--- config.mk ---
export PLATFORM = sky130hd
export DESIGN_NAME = alu_exec_stage_flat
export DESIGN_NICKNAME = d
export VERILOG_FILES = /design/src/rtl/alu_exec_stage_if.sv /design/src/rtl/alu_exec_stage.sv /design/src/flat_wrapper.sv
export SDC_FILE = /design/constraint.sdc
export NUM_CORES = 1
export LEC_CHECK = 0
export CORE_ASPECT_RATIO = 1.2
export CORE_UTILIZATION = 30
export DETAILED_ROUTE_END_ITERATION = 10
export PLACE_DENSITY_LB_ADDON = 0.12
export SLEW_MARGIN = 15
export SYNTH_ARGS = -nofsm -noshare
export SYNTH_HDL_FRONTEND = slang
export SYNTH_SLANG_ARGS = --single-unit
--- constraint.sdc ---
create_clock -name clk -period 7.1 [get_ports clk]
set_input_delay 1.42 -clock clk [delete_from_list [all_inputs] [get_ports clk]]
set_output_delay 1.42 -clock clk [all_outputs]
set_load 0.005 [all_outputs]
--- src/rtl/alu_exec_stage_if.sv ---
// Handshake bus of the ALU execute stage: an operation channel going in
// and a result channel coming out, each with its own valid/ready pair.
interface alu_exec_stage_if #(
    parameter int WIDTH = 32,
    parameter int TAGW  = 5
);
    logic             in_valid;
    logic             in_ready;
    logic [2:0]       in_alu_control;
    logic [WIDTH-1:0] in_src_a;
    logic [WIDTH-1:0] in_src_b;
    logic [TAGW-1:0]  in_tag;

    logic             out_valid;
    logic             out_ready;
    logic [WIDTH-1:0] out_result;
    logic             out_zero;
    logic             out_illegal;
    logic [TAGW-1:0]  out_tag;

    // The execute stage itself.
    modport slave (
        input  in_valid, in_alu_control, in_src_a, in_src_b, in_tag, out_ready,
        output in_ready, out_valid, out_result, out_zero, out_illegal, out_tag
    );

    // The surrounding pipeline: operand fetch upstream, writeback downstream.
    modport master (
        output in_valid, in_alu_control, in_src_a, in_src_b, in_tag, out_ready,
        input  in_ready, out_valid, out_result, out_zero, out_illegal, out_tag
    );
endinterface

--- src/rtl/alu_exec_stage.sv ---
// Registered ALU execute stage. The result is computed when an operation is
// accepted, then held in a two-entry buffer made of a head register, which
// drives the outputs, and a skid register that absorbs one extra operation
// while the consumer stalls. in_ready is registered from the occupancy
// alone, so out_ready never reaches in_ready combinationally.
module alu_exec_stage #(
    parameter int WIDTH = 32,
    parameter int TAGW  = 5
) (
    input logic               clk,
    input logic               reset,
    alu_exec_stage_if.slave   bus
);

    localparam logic [1:0] EMPTY = 2'd0;
    localparam logic [1:0] ONE   = 2'd1;
    localparam logic [1:0] FULL  = 2'd2;

    logic [1:0]       state;
    logic [1:0]       state_next;
    logic             ready_q;
    logic             push;
    logic             pop;

    logic [WIDTH-1:0] new_result;
    logic             new_illegal;
    logic             slt_bit;

    logic [WIDTH-1:0] head_result;
    logic             head_illegal;
    logic [TAGW-1:0]  head_tag;
    logic [WIDTH-1:0] skid_result;
    logic             skid_illegal;
    logic [TAGW-1:0]  skid_tag;

    assign push = bus.in_valid && ready_q;
    assign pop  = (state != EMPTY) && bus.out_ready;

    // A signed compare of the operands themselves, so an overflowing A - B
    // cannot flip the answer.
    assign slt_bit = $signed(bus.in_src_a) < $signed(bus.in_src_b);

    // Evaluate the incoming operation; only captured into storage on a push.
    always_comb begin
        new_result  = '0;
        new_illegal = 1'b0;
        case (bus.in_alu_control)
            3'b000:  new_result = bus.in_src_a + bus.in_src_b;
            3'b001:  new_result = bus.in_src_a + ~bus.in_src_b + WIDTH'(1);
            3'b010:  new_result = bus.in_src_a & bus.in_src_b;
            3'b011:  new_result = bus.in_src_a | bus.in_src_b;
            3'b101:  new_result = {{(WIDTH-1){1'b0}}, slt_bit};
            default: new_illegal = 1'b1;
        endcase
    end

    // Occupancy transitions; FULL only ever drains because in_ready is low there.
    always_comb begin
        state_next = state;
        case (state)
            EMPTY: if (push) state_next = ONE;
            ONE: begin
                if (push && !pop)      state_next = FULL;
                else if (pop && !push) state_next = EMPTY;
            end
            FULL:  if (pop) state_next = ONE;
            default: state_next = EMPTY;
        endcase
    end

    // Occupancy register and the registered ready derived from the next occupancy.
    always_ff @(posedge clk or posedge reset) begin
        if (reset) begin
            state   <= EMPTY;
            ready_q <= 1'b0;
        end else begin
            state   <= state_next;
            ready_q <= (state_next != FULL);
        end
    end

    // Head and skid storage; the head changes only when it is free or popped.
    always_ff @(posedge clk or posedge reset) begin
        if (reset) begin
            head_result  <= '0;
            head_illegal <= 1'b0;
            head_tag     <= '0;
            skid_result  <= '0;
            skid_illegal <= 1'b0;
            skid_tag     <= '0;
        end else begin
            if ((state == EMPTY && push) || (state == ONE && push && pop)) begin
                head_result  <= new_result;
                head_illegal <= new_illegal;
                head_tag     <= bus.in_tag;
            end else if (state == FULL && pop) begin
                head_result  <= skid_result;
                head_illegal <= skid_illegal;
                head_tag     <= skid_tag;
            end
            if (state == ONE && push && !pop) begin
                skid_result  <= new_result;
                skid_illegal <= new_illegal;
                skid_tag     <= bus.in_tag;
            end
        end
    end

    assign bus.in_ready    = ready_q;
    assign bus.out_valid   = (state != EMPTY);
    assign bus.out_result  = head_result;
    assign bus.out_zero    = (state != EMPTY) && (head_result == '0);
    assign bus.out_illegal = head_illegal;
    assign bus.out_tag     = head_tag;

endmodule

--- src/flat_wrapper.sv ---
// flat-port wrapper written by rule: the top's interface ports become plain ports
module alu_exec_stage_flat 
#(
    parameter int WIDTH = 32,
    parameter int TAGW  = 5
)
  (clk, reset, bus_in_valid, bus_in_alu_control, bus_in_src_a, bus_in_src_b, bus_in_tag, bus_out_ready, bus_in_ready, bus_out_valid, bus_out_result, bus_out_zero, bus_out_illegal, bus_out_tag);
  alu_exec_stage_if #(.WIDTH(WIDTH), .TAGW(TAGW)) bus_i ();
  input logic clk;
  input logic reset;
  input wire logic [$bits(bus_i.in_valid)-1:0] bus_in_valid;
  input wire logic [$bits(bus_i.in_alu_control)-1:0] bus_in_alu_control;
  input wire logic [$bits(bus_i.in_src_a)-1:0] bus_in_src_a;
  input wire logic [$bits(bus_i.in_src_b)-1:0] bus_in_src_b;
  input wire logic [$bits(bus_i.in_tag)-1:0] bus_in_tag;
  input wire logic [$bits(bus_i.out_ready)-1:0] bus_out_ready;
  output wire logic [$bits(bus_i.in_ready)-1:0] bus_in_ready;
  output wire logic [$bits(bus_i.out_valid)-1:0] bus_out_valid;
  output wire logic [$bits(bus_i.out_result)-1:0] bus_out_result;
  output wire logic [$bits(bus_i.out_zero)-1:0] bus_out_zero;
  output wire logic [$bits(bus_i.out_illegal)-1:0] bus_out_illegal;
  output wire logic [$bits(bus_i.out_tag)-1:0] bus_out_tag;
  assign bus_i.in_valid = bus_in_valid;
  assign bus_i.in_alu_control = bus_in_alu_control;
  assign bus_i.in_src_a = bus_in_src_a;
  assign bus_i.in_src_b = bus_in_src_b;
  assign bus_i.in_tag = bus_in_tag;
  assign bus_i.out_ready = bus_out_ready;
  assign bus_in_ready = bus_i.in_ready;
  assign bus_out_valid = bus_i.out_valid;
  assign bus_out_result = bus_i.out_result;
  assign bus_out_zero = bus_i.out_zero;
  assign bus_out_illegal = bus_i.out_illegal;
  assign bus_out_tag = bus_i.out_tag;
  alu_exec_stage #(.WIDTH(WIDTH), .TAGW(TAGW)) u_core (.clk(clk), .reset(reset), .bus(bus_i));
endmodule
==> flow_metrics.env, run 1 <==
export IMPL_status="finished clean"
export IMPL_insertion_delay_ps=340
export IMPL_finalMaxSlewViolations=0
export IMPL_clock_root_buffer="clkbuf_16"
export IMPL_synth_top_cells_by_count="nand2_1, inv_1, ha_1, a21oi_1, nor2_1"
export IMPL_cts_buffers=9
export IMPL_slew_headroom_pct=37.6
export IMPL_rows=65
export IMPL_antenna_left=0
export IMPL_gp_congestion=0.893
export IMPL_fill_cells=2771
export IMPL_ys_seq_area_share_pct=24.5
export IMPL_sw_frac_of_total_pct=37.4
export IMPL_clkPwrFrac_pct=22.3
export IMPL_post_cts_resized=0
export IMPL_peakVddDrop_mv=0.107
export IMPL_hpwl_um=20000
export IMPL_cts_path_max_buffers=2
export IMPL_p_per_area_nw_per_um2=233
export IMPL_rsz0062_at_grt="false"
export IMPL_track_usage_pct=19.3
export IMPL_htreeDepth=3
export IMPL_grt_max_degree=73
export IMPL_ys_ff_latch=79
export IMPL_post_dp_cell_area_um2=9500
export IMPL_antenna_found_initial=1
export IMPL_p_leak_nw=4.50
export IMPL_drv_cap=0
export IMPL_multi_input_area_um2=5480
export IMPL_drt_vias_per_instance=5.32
export IMPL_crit_fanout=4
export IMPL_cts_tree="built"
export IMPL_routed_wl_um=26100
export IMPL_synth_cell_type_count=67
export IMPL_p_int_w=0.00143
export IMPL_hold_path_class="reg2reg"
export IMPL_overflow=0
export IMPL_seq_power_share_pct=34.8
export IMPL_synthCells=1043
export IMPL_slowest_stage="o31ai_1"
export IMPL_tightest_slew_ps=935
export IMPL_wl_per_cell_um=17.9
export IMPL_dieWidth_um=152
export IMPL_cts_sinks=79
export IMPL_synthesis_nets=1226
export IMPL_fin_tns_setup_ps=0
export IMPL_holdBufCountCts=0
export IMPL_netlist_top_cell_by_area="dfrtp_1"
export IMPL_cp_data_arrival_time_ps=5130
export IMPL_p_switching_w=0.000856
export IMPL_critPathLaunchType="primary input"
export IMPL_fin_skew_ps=10.4
export IMPL_power_frac_comb_pct=43.0
export IMPL_coreArea_um2=26400
export IMPL_grt_pass1_vias=7531
export IMPL_synth_async_reset_ratio_pct=100
export IMPL_initial_core_util_pct=30.6
export IMPL_synthTopCellsByArea="dfrtp_1, ha_1, nand2_1"
export IMPL_drive_gt1_share_pct=4.62
export IMPL_p_total_w=0.00229
export IMPL_nets=1303
export IMPL_drt_pass1_iterations=5
export IMPL_vias=7775
export IMPL_worstSetupEndpointType="register"
export IMPL_dominantRegCellSynth="dfrtp_1"
export IMPL_post_route_util_pct=37.3
export IMPL_io_pins=117
export IMPL_finalSetupViolCount=0
export IMPL_syn_to_final_growth_pct=21.9
export IMPL_syn_area_um2=8070
export IMPL_drc=0
export IMPL_grt_pass1_wl_um=41500
export IMPL_die_h_um=182
export IMPL_final_hold_violation_count=0
export IMPL_cts_setup_buffers=0
export IMPL_yosys_warnings=0
export IMPL_synth_top_area_share_pct=24.5
export IMPL_port_buffer_count=116
export IMPL_required_ps=7280
export IMPL_die_area_um2=27500
export IMPL_period_needed_ps=4950
export IMPL_yosys_cell_count_top_type="nand2_1"
export IMPL_path_cells="clkdlybuf4s50_1, ha_1, fa_1, a211oi_1, o21ai_1, and4_1, o31ai_1, o21ai_0, o31ai_1, a211o_1, o21ai_0, nor2_1, o221ai_1"
export IMPL_final_area_um2=9830
export IMPL_period_share_pct=69.7
export IMPL_avgSynthCellArea_um2=7.73
export IMPL_synth_edff_count=0
export IMPL_crit_type="in2reg"
export IMPL_fmaxAchievable_mhz=202
export IMPL_clk_pin_slew_ps=60
export IMPL_max_stage_delay_ps=510
export IMPL_regArea_um2=1980
export IMPL_drt_iter0_drc=433
## cells in the final DEF, fill, tap and decap left out, types with 9 or more instances in the layout
master,instances
clkbuf_16,9
a22oi_1,18
clkdlybuf4s50_1,115
nor3_1,17
a22o_1,10
o211ai_1,14
o31ai_1,14
xnor2_1,22
inv_1,105
o21bai_1,14
nor4_1,11
nor2_1,78
nand2_1,132
a31oi_1,10
ha_1,105
a21o_1,18
a21oi_1,88
o21ai_0,72
buf_4,9
dfrtp_1,79
mux2i_1,18
a211oi_1,17
## power by group through the flow
stage / sequential [W] / clock, W / combinational (W)
2_1_floorplan: 0.000762 / 0 / 0.000568
3_3_place_gp: 0.000802 / 0 / 0.000987
3_5_place_dp: 0.000805 / 0 / 0.000990
4_1_cts: 0.000798 / 0.000520 / 0.000994
5_1_grt: 0.000821 / 0.000539 / 0.00110
6_report: 0.000796 / 0.000510 / 0.000984
## final cells by class
type                    instances  area share [%]
flip-flops and latches         79            20.1
inverters                     106            4.06
repair buffers                125            12.4
diodes                          1          0.0255
multi-input cells             799            55.8
clock buffers                   9            2.29
well taps                     335            4.26
clock inverters                 7            1.06
## final timing paths
check / from / to / slack (ps) / cells after the start
max: bus_in_src_b[0] / u_core.bus.out_result[30] / 2150 / 13
min: u_core.skid_result[1] / u_core.skid_result[1] / 470 / 2
max reg2reg: u_core.state[0] / u_core.bus.out_result[26] / 4820 / 7
min reg2reg: u_core.skid_result[1] / u_core.skid_result[1] / 470 / 2
max in group asynchronous: reset / u_core.skid_result[5] / 4670 / 3
min in group asynchronous: reset / u_core.bus.out_result[24] / 1290 / 2
## stage by stage
stage               hold slack (ps)  cells  setup WS (ps)
floorplan                       445   1043           2980
global placement                458   1444           1780
detailed placement              462   1444           1800
CTS                             479   1460           2130
global route                    500   1460           1920
finish                          475   1461           2150
## cells by family after synthesis
logic type,after synthesis,synth area share [%]
AOI/OAI and AO/OA,353,29.5
xor gates and xnor gates,26,2.82
adders and majority gates,107,16.8
buffers and inverters,165,7.77
DFF,79,24.5
muxes,22,2.84
and+or+nand+nor,291,15.7
## worst max-delay path, delay by kind of cell
kind            cells  cell delay [ps]
compound gates      8             2060
fa+ha+maj           2              740
buf+inv             1              460
simple gates        2              430
## sequential cells by signal (all words and copies together), names as in the netlist
register,flops
u_core.bus.out_tag,5
u_core.bus.out_result,32
u_core.skid_result,32
u_core.state,2
u_core.bus.out_illegal,1
u_core.skid_tag,5
u_core.skid_illegal,1
u_core.bus.in_ready,1
## per-layer routing
metal	global-route usage (%)	share of wire (%)	vias up
met4	4.91	1.7	0
met3	2.01	3.9	30
met1	27.3	49	3723
li1	-	-	3826
met5	0	0	-
met2	30.9	46	196
No activity file was read; power rests on OpenSTA's default activity.
==> run 2, diff against run 1 <==
==> constraint.sdc (replaced) <==
create_clock -name clk -period 4.3 [get_ports clk]
set_input_delay 0.86 -clock clk [delete_from_list [all_inputs] [get_ports clk]]
set_output_delay 0.86 -clock clk [all_outputs]
set_load 0.005 [all_outputs]
==> run 2 against run 1 <==
Effect of this change:
- cell area increased by 5.4%
- clock power increased by 45%
- non-clock buffer count increased by 72
- clock skew decreased by 2.5 ps
- final cell count increased by 4.9%
- utilization increased by 2.0 points
- critical endpoint is now u_core.skid_result[25]
- largest cell class unchanged
- largest power group unchanged
==> flow_metrics.env, run 2 (synthesis results as in run 1) <==
export IMPL_die_area_um2=27500
export IMPL_insertion_delay_ps=340
export IMPL_drive_gt1_share_pct=10.6
export IMPL_routed_wl_um=26500
export IMPL_whs_ps=469
export IMPL_nets=1375
export IMPL_slew_headroom_pct=36.8
export IMPL_critPathLaunchType="primary input"
export IMPL_io_pins=117
export IMPL_drt_iter0_drc=540
export IMPL_grt_max_degree=80
export IMPL_peakVddDrop_mv=0.177
export IMPL_clk_pin_slew_ps=60
export IMPL_final_hold_violation_count=0
export IMPL_cts_buffers=9
export IMPL_grt_pass1_vias=7710
export IMPL_period_share_pct=94.6
export IMPL_final_common_cell="nand2_1"
export IMPL_cp_data_arrival_time_ps=4290
export IMPL_finalMaxSlewViolations=0
export IMPL_worstSetupEndpointType="register"
export IMPL_mostFrequentLayoutCells="nand2_1, clkdlybuf4s50_1, inv_1, ha_1, a21oi_1"
export IMPL_port_buffer_count=116
export IMPL_fin_skew_ps=7.89
export IMPL_initial_core_util_pct=30.6
export IMPL_coreArea_um2=26400
export IMPL_clock_root_buffer="clkbuf_16"
export IMPL_rsz0062_at_grt="false"
export IMPL_crit_fanout=3
export IMPL_finalSetupViolCount=0
export IMPL_regArea_um2=1980
export IMPL_gp_congestion=0.882
export IMPL_rows=65
export IMPL_overflow=0
export IMPL_hpwl_um=20700
export IMPL_hold_path_class="reg2reg"
export IMPL_die_h_um=182
export IMPL_cts_path_max_buffers=2
export IMPL_drt_pass1_iterations=5
export IMPL_cts_setup_buffers=0
export IMPL_cts_tree="built"
export IMPL_p_leak_nw=4.84
export IMPL_vias=7963
export IMPL_holdBufCountCts=0
export IMPL_diodes=0
export IMPL_grt_pass1_wl_um=42200
export IMPL_tightest_slew_ps=946
export IMPL_cts_sinks=79
export IMPL_p_per_area_nw_per_um2=364
export IMPL_syn_to_final_growth_pct=28.5
export IMPL_required_ps=4530
export IMPL_period_needed_ps=4070
export IMPL_drt_vias_per_instance=5.20
export IMPL_crit_type="in2reg"
export IMPL_status="finished clean"
export IMPL_instances_no_fill=1532
export IMPL_wl_per_cell_um=17.3
export IMPL_track_usage_pct=19.5
export IMPL_fmaxAchievable_mhz=246
export IMPL_fin_ws_ps=234
export IMPL_placed_cells=1516
export IMPL_multi_input_area_um2=5500
export IMPL_drc=0
export IMPL_htreeDepth=3
export IMPL_antenna_found_initial=0
export IMPL_pre_cts_ws_ps=-154
export IMPL_fill_cells=2777
export IMPL_antenna_left=0
export IMPL_drv_cap=0
export IMPL_dieWidth_um=152
[run 2: cell count changes in the layout (fill, tap and decap cells not counted), moves of 2 or more]
cell       delta
bufinv_16     -2
a2111oi_2     +2
buf_4        +71
a2111oi_0     -2
inv_6         +2
[run 2: worst paths after layout]
kind,from,end,slack [ps],depth (start not counted)
worst min-delay path,u_core.bus.out_tag[3],u_core.bus.out_tag[3],470,2
min in group asynchronous,reset,u_core.bus.out_result[25],910,3
worst max-delay path,bus_in_src_b[1],u_core.skid_result[25],230,14
max in group asynchronous,reset,u_core.skid_result[4],3010,3
worst min register to register,u_core.bus.out_tag[3],u_core.bus.out_tag[3],470,2
worst max register to register,u_core.state[0],u_core.bus.out_result[14],1950,5
[run 2: timing repair]
action | 4_1_cts | 5_1_grt
endpoints found under the setup margin | 0 | 3
resized for setup | 0 | 5
hold endpoints to repair | 0 | 0
[run 2: critical path, cell delays in order]
cell	delay (ps)
clkdlybuf4s50_1	560
inv_1	90
ha_1	320
a211oi_1	110
o21a_1	250
a2111oi_4	390
nor2_1	120
o31ai_2	280
buf_4	170
a31oi_1	120
or3_1	370
a22oi_2	200
o221ai_2	170
mux2_4	280
[run 2: layout make-up]
type                    count  area share [%]
repair buffers            197            17.1
multi-input cells         799            53.1
flip-flops and latches     79            19.1
inverters                 106            3.85
well taps                 335            4.05
clock inverters             6           0.495
clock buffers              10            2.31
[run 2: power breakdown]
group	internal [W]	switching (W)	total, W
Sequential	0.00107	0.000243	0.00131
Combinational	0.000853	0.000863	0.00172
Clock	0.000415	0.000325	0.000740
Total	0.00233	0.00143	0.00377
[run 2: metrics by stage]
step	utilization, %	cell area (µm²)	setup TNS (ps)	power [W]
floorplan	-	8070	0	0.00220
global placement	38.2	10100	-296	0.00303
detailed placement	38.2	10100	-573	0.00304
CTS	39.3	10300	0	0.00380
global route	39.3	10400	0	0.00406
finish	39.3	10400	0	0.00377
[run 2: routing by layer]
metal	GRT usage, %	part of all wire [%]	routed length, µm
met1	27.4	48	12700
met2	31.7	46	12300
met3	1.91	3.8	1000
met4	4.91	1.6	435
met5	0	0	0
